==> config.mk <==
export PLATFORM = sky130hd
export DESIGN_NAME = sprite_mover
export DESIGN_NICKNAME = d
export VERILOG_FILES = /design/src/rtl/sprite_mover.sv
export SDC_FILE = /design/constraint.sdc
export NUM_CORES = 1
export LEC_CHECK = 0
export BUFFER_PORTS_ARGS = -buffer_cell sky130_fd_sc_hd__buf_2
export CORE_ASPECT_RATIO = 0.6
export CORE_UTILIZATION = 53
export CTS_CLUSTER_SIZE = 10
export DETAILED_ROUTE_END_ITERATION = 16
export PLACE_DENSITY_LB_ADDON = 0.3
export SETUP_SLACK_MARGIN = 0.4
export SLEW_MARGIN = 25
export SYNTH_ARGS = -nofsm -noshare
export SYNTH_HDL_FRONTEND = slang
export SYNTH_SLANG_ARGS = --single-unit
==> constraint.sdc <==
create_clock -name clk -period 2.4 [get_ports clk]
set_input_delay 0.48 -clock clk [delete_from_list [all_inputs] [get_ports clk]]
set_output_delay 0.48 -clock clk [all_outputs]
set_load 0.05 [all_outputs]
==> src/rtl/sprite_mover.sv <==
// Moves a sprite centre on directional-button ticks with wrap/clamp/bounce
// edge handling, and paints the sprite over a background one cycle after scan.
module sprite_mover #(
  parameter int          HALF_W = 5,
  parameter int          HALF_H = 5,
  parameter int          STEP   = 2,
  parameter int          DIV    = 4,
  parameter int          X_MIN  = 144,
  parameter int          X_MAX  = 783,
  parameter int          Y_MIN  = 35,
  parameter int          Y_MAX  = 515,
  parameter int          X_RST  = 464,
  parameter int          Y_RST  = 275,
  parameter int          MODE   = 0,
  parameter logic [11:0] COLOR  = 12'hF00,
  parameter logic [11:0] BG     = 12'h015
) (
  input  logic        clk,
  input  logic        rst,
  input  logic        bright,
  input  logic        up,
  input  logic        down,
  input  logic        left,
  input  logic        right,
  input  logic [9:0]  hCount,
  input  logic [9:0]  vCount,
  output logic [9:0]  xpos,
  output logic [9:0]  ypos,
  output logic        fill,
  output logic [11:0] rgb
);

  localparam int CW = (DIV > 1) ? $clog2(DIV) : 1;
  // Mode 3 has no meaning of its own and behaves as clamp.
  localparam int EMODE = (MODE == 3) ? 1 : MODE;
  localparam bit WRAP  = (EMODE == 0);

  localparam logic [10:0] S11    = 11'(STEP);
  localparam logic [10:0] XMIN11 = 11'(X_MIN);
  localparam logic [10:0] XMAX11 = 11'(X_MAX);
  localparam logic [10:0] YMIN11 = 11'(Y_MIN);
  localparam logic [10:0] YMAX11 = 11'(Y_MAX);
  localparam logic [10:0] XLO11  = 11'(X_MIN + STEP);
  localparam logic [10:0] YLO11  = 11'(Y_MIN + STEP);
  localparam logic [10:0] HW11   = 11'(HALF_W);
  localparam logic [10:0] HH11   = 11'(HALF_H);

  logic [CW-1:0] tick_cnt;
  logic          move_tick;
  logic          dx;
  logic          dy;
  logic [10:0]   x11, y11, h11, v11, nx, ny;
  logic          ndx, ndy;
  logic          in_sprite;

  assign move_tick = (tick_cnt == CW'(DIV - 1));
  assign x11 = {1'b0, xpos};
  assign y11 = {1'b0, ypos};
  assign h11 = {1'b0, hCount};
  assign v11 = {1'b0, vCount};

  assign in_sprite = (h11 + HW11 >= x11) && (h11 <= x11 + HW11) &&
                     (v11 + HH11 >= y11) && (v11 <= y11 + HH11);

  // Bound tests compare against MIN+STEP so the subtraction never underflows.
  always_comb begin
    nx  = x11;
    ny  = y11;
    ndx = dx;
    ndy = dy;
    if (EMODE == 2) begin
      if (right)     ndx = 1'b1;
      else if (left) ndx = 1'b0;
      if (up)        ndy = 1'b0;
      else if (down) ndy = 1'b1;
      if (ndx) begin
        if (x11 + S11 > XMAX11) begin nx = XMAX11; ndx = 1'b0; end
        else nx = x11 + S11;
      end else begin
        if (x11 < XLO11) begin nx = XMIN11; ndx = 1'b1; end
        else nx = x11 - S11;
      end
      if (ndy) begin
        if (y11 + S11 > YMAX11) begin ny = YMAX11; ndy = 1'b0; end
        else ny = y11 + S11;
      end else begin
        if (y11 < YLO11) begin ny = YMIN11; ndy = 1'b1; end
        else ny = y11 - S11;
      end
    end else begin
      if (right)
        nx = (x11 + S11 > XMAX11) ? (WRAP ? XMIN11 : XMAX11) : x11 + S11;
      else if (left)
        nx = (x11 < XLO11) ? (WRAP ? XMAX11 : XMIN11) : x11 - S11;
      else if (up)
        ny = (y11 < YLO11) ? (WRAP ? YMAX11 : YMIN11) : y11 - S11;
      else if (down)
        ny = (y11 + S11 > YMAX11) ? (WRAP ? YMIN11 : YMAX11) : y11 + S11;
    end
  end

  always_ff @(posedge clk or negedge rst) begin
    if (!rst) begin
      tick_cnt <= '0;
      xpos     <= 10'(X_RST);
      ypos     <= 10'(Y_RST);
      dx       <= 1'b1;
      dy       <= 1'b1;
      fill     <= 1'b0;
      rgb      <= '0;
    end else begin
      tick_cnt <= move_tick ? '0 : tick_cnt + CW'(1);
      if (move_tick) begin
        xpos <= nx[9:0];
        ypos <= ny[9:0];
        dx   <= ndx;
        dy   <= ndy;
      end
      fill <= in_sprite;
      rgb  <= !bright ? 12'h000 : (in_sprite ? COLOR : BG);
    end
  end

endmodule

==> qor.yml <==
synth:
  yosysTopAreaCell: "ha_1"
  synth_cell_types: 65
  seq_area_frac_synth: 0.169
  synthArstFlopShare: 1.00
  avgSynthCellArea_sq_um: 7.73
  yosys_most_used_dff: "dfrtp_1"
  synth_edf_count: 0
  synth.top_cell.area_share: 0.187
  synth.ff_latch_count: 25
  ys_top_cells_by_area: "ha_1 (19%), dfrtp_1 (11%), xnor2_1 (7.2%)"
  yosysWarningCount: 0
  syn_area_sq_um: 3750
  syn_inst: 485
placement:
  postPlaceCellArea_sq_um: 4820
  place_congestion: 1.02
  portBuffers: 54
  dp_hpwl_um: 10800
  dp.cells: 703
drt:
  dr.pass1.iters: 5
  viasPerCell: 6.18
  drc: 0
  finalWirelength_um: 13900
  drt-initial-drc-count: 453
  vias: 4462
  wire_per_inst_um: 19.2
  ant_nets: 0
final_layout:
  nFillCells: 484
  n_antenna_cell: 0
  post-route-util: 0.792
  final_common_cell: "buf_4"
  final-seq-area_sq_um: 652
  drive_above_1_share: 0.413
  area_growth_pct: 42.8
  nets: 719
  fin_area_sq_um: 5360
  multi_input_area_sq_um: 3180
  mostFrequentLayoutCells: "buf_4 (107), buf_2 (54), ha_1 (48)"
  stdcell_count: 722
global_routing:
  grt_pass1_wl_um: 21200
  grt-ovfl-total: 0
  grt_max_degree: 26
  grt_usage: 0.370
  antenna_found_initial: 0
  grt_pass1_vias: 3824
floorplanning:
  initial_core_util: 0.555
  fp.dieH_um: 67.2
  core_area_sq_um: 6760
  dieArea_sq_um: 7430
  io_pins: 60
  die_w_um: 111
  fp-row-count: 23
power_and_ir_drop:
  pwr-share-seq: 0.122
  p_sw_uw: 3060
  swShare: 0.531
  leakage_uw: 0.00237
  internal_power_uw: 2700
  p_clk_frac: 0.068
  powerDensity_nw_per_um2: 1070
  power_frac_comb: 0.810
  peakVddDrop_mv: 1.30
critical_path:
  startpoint_type: "flop"
  crit_required_ps: 2610
  crit_path_max_fanout: 3
  end_kind: "flop"
  critPathKind: "reg -> reg"
  cp.arrival_ps: 2940
timing:
  drv_slew: 0
  timing.final.ws_setup_ps: -328
  hold_viol_final: 0
  setup_viol: 10
  fin_skew_ps: 3.33
  fin_setup_tns_ps: -1540
  rsz0062_at_grt: "true"
  relSlewSlack: 0.589
  whs_ps: 211
  tightest_slew_ps: 615
  fin_crit_sh: 1.14
  max_freq_mhz: 367
  post-route-min-period_ps: 2730
cts:
  htree_num_levels: 1
  clk_pin_slew_ps: 70
  clock_latency_ps: 270
  postCtsHoldBufs: 0
  cts_inserted_buffers: 3
  cts.path.max_buffers: 2
  clock-sinks: 25
  clock-root-buffer: "clkbuf_16"
  cts_tree: "yes"
flow_run:
  drv_cap: 0
outcome:
  violations: "setup timing"
  outcome: "finished with violations"
min_path:
  worstHoldPathType: "in -> async"
through the flow:
stage / worst slack [ps] / power (uW)
6_report: -328 / 5750
4_1_cts: -352 / 5290
5_1_grt: -416 / 6050
2_1_floorplan: -185 / 3280
3_3_place_gp: -378 / 4550
3_5_place_dp: -458 / 4610
cell usage after synthesis (all sizes together) (2+ instances only):
master and count:
o211ai 3, nor2 41, buf 24, o32ai 3, o221ai 4, clkinv 2, clkbuf 6, a22o 3
inv 29, o2111ai 2, and2 2, o21ai 37, dfrtp 17, a21oi 40, nand2b 4, and3 9
a311oi 4, nor4 5, o31ai 4, dfstp 8, o22ai 5, xnor2 31, nor3 12, a211oi 7
ha 56, nand2 47, nand4 6, xor2 8, a21o 11, nand3 27, a31oi 10
repair_timing:
item,in CTS,in global routing
setup buffers,6,9
pin swaps,38,24
gates resized for setup,43,23
endpoints found under the setup margin,23,23
endpoints found under the hold margin,0,0
cloned,0,0
area by class of cell:
cell class | count | share of cell area
multi-input combinational | 403 | 0.593
timing repair buffer | 172 | 0.227
clock inverter | 1 | 0.000934
tap | 87 | 0.0203
clock buffer | 3 | 0.0140
sequential | 25 | 0.122
inverter | 31 | 0.0234
worst max-delay path, cell delays in order (launching register included):
cell      delay (ps)
dfstp_4          650
ha_4             140
a21oi_4           60
nor2_4           150
nand3_2          100
xnor2_1          140
ha_1             300
nand4_1          130
or3_4            390
o21ai_2           70
o32ai_2          100
a211oi_2         160
buf_4            160
and2_4           130
metal layers:
metal | wire length (um) | GRT usage | vias up
li1 | - | - | 2057
met1 | 6550 | 0.582 | 2070
met4 | 141 | 0.0417 | 0
met5 | 0 | 0 | -
met2 | 5230 | 0.484 | 307
met3 | 1940 | 0.119 | 28
cells by family after synthesis:
kind of cell	Yosys count	synth area share
other	1	0.00100
multiplexers	1	0.00300
AO/OA/AOI/OAI	143	0.255
flip-flops	25	0.169
XOR/XNOR	39	0.0931
buffers and inverters	61	0.0837
adder cells (fa/ha/maj)	56	0.187
AND/OR/NAND/NOR	159	0.208
flip-flops by register name, indices dropped and copies added (netlist names):
register,flops
ypos,10
fill,1
xpos,10
rgb,2
tick_cnt,2
power by group through the flow:
stage	Clock (uW)	Sequential [uW]	Combinational, uW
3_3_place_gp	0	695	3850
6_report	393	700	4660
2_1_floorplan	0	1140	2140
4_1_cts	394	691	4200
3_5_place_dp	0	700	3910
5_1_grt	406	715	4930
path summary, 6_finish.rpt:
kind,start,endpoint,slack (ps),depth (start not counted)
worst min register to register,tick_cnt[0]$_DFF_PN0_,tick_cnt[0]$_DFF_PN0_,430,1
max in group asynchronous,rst,ypos[2]$_DFFE_PN0P_,1760,1
worst min-delay path,rst,fill$_DFF_PN0_,210,1
worst max-delay path,ypos[1]$_DFFE_PN1P_,rgb[10]$_DFF_PN0_,-330,13
worst max register to register,ypos[1]$_DFFE_PN1P_,rgb[10]$_DFF_PN0_,-330,13
min in group clk,tick_cnt[0]$_DFF_PN0_,tick_cnt[0]$_DFF_PN0_,430,1
(Power assumes the default switching activity.)
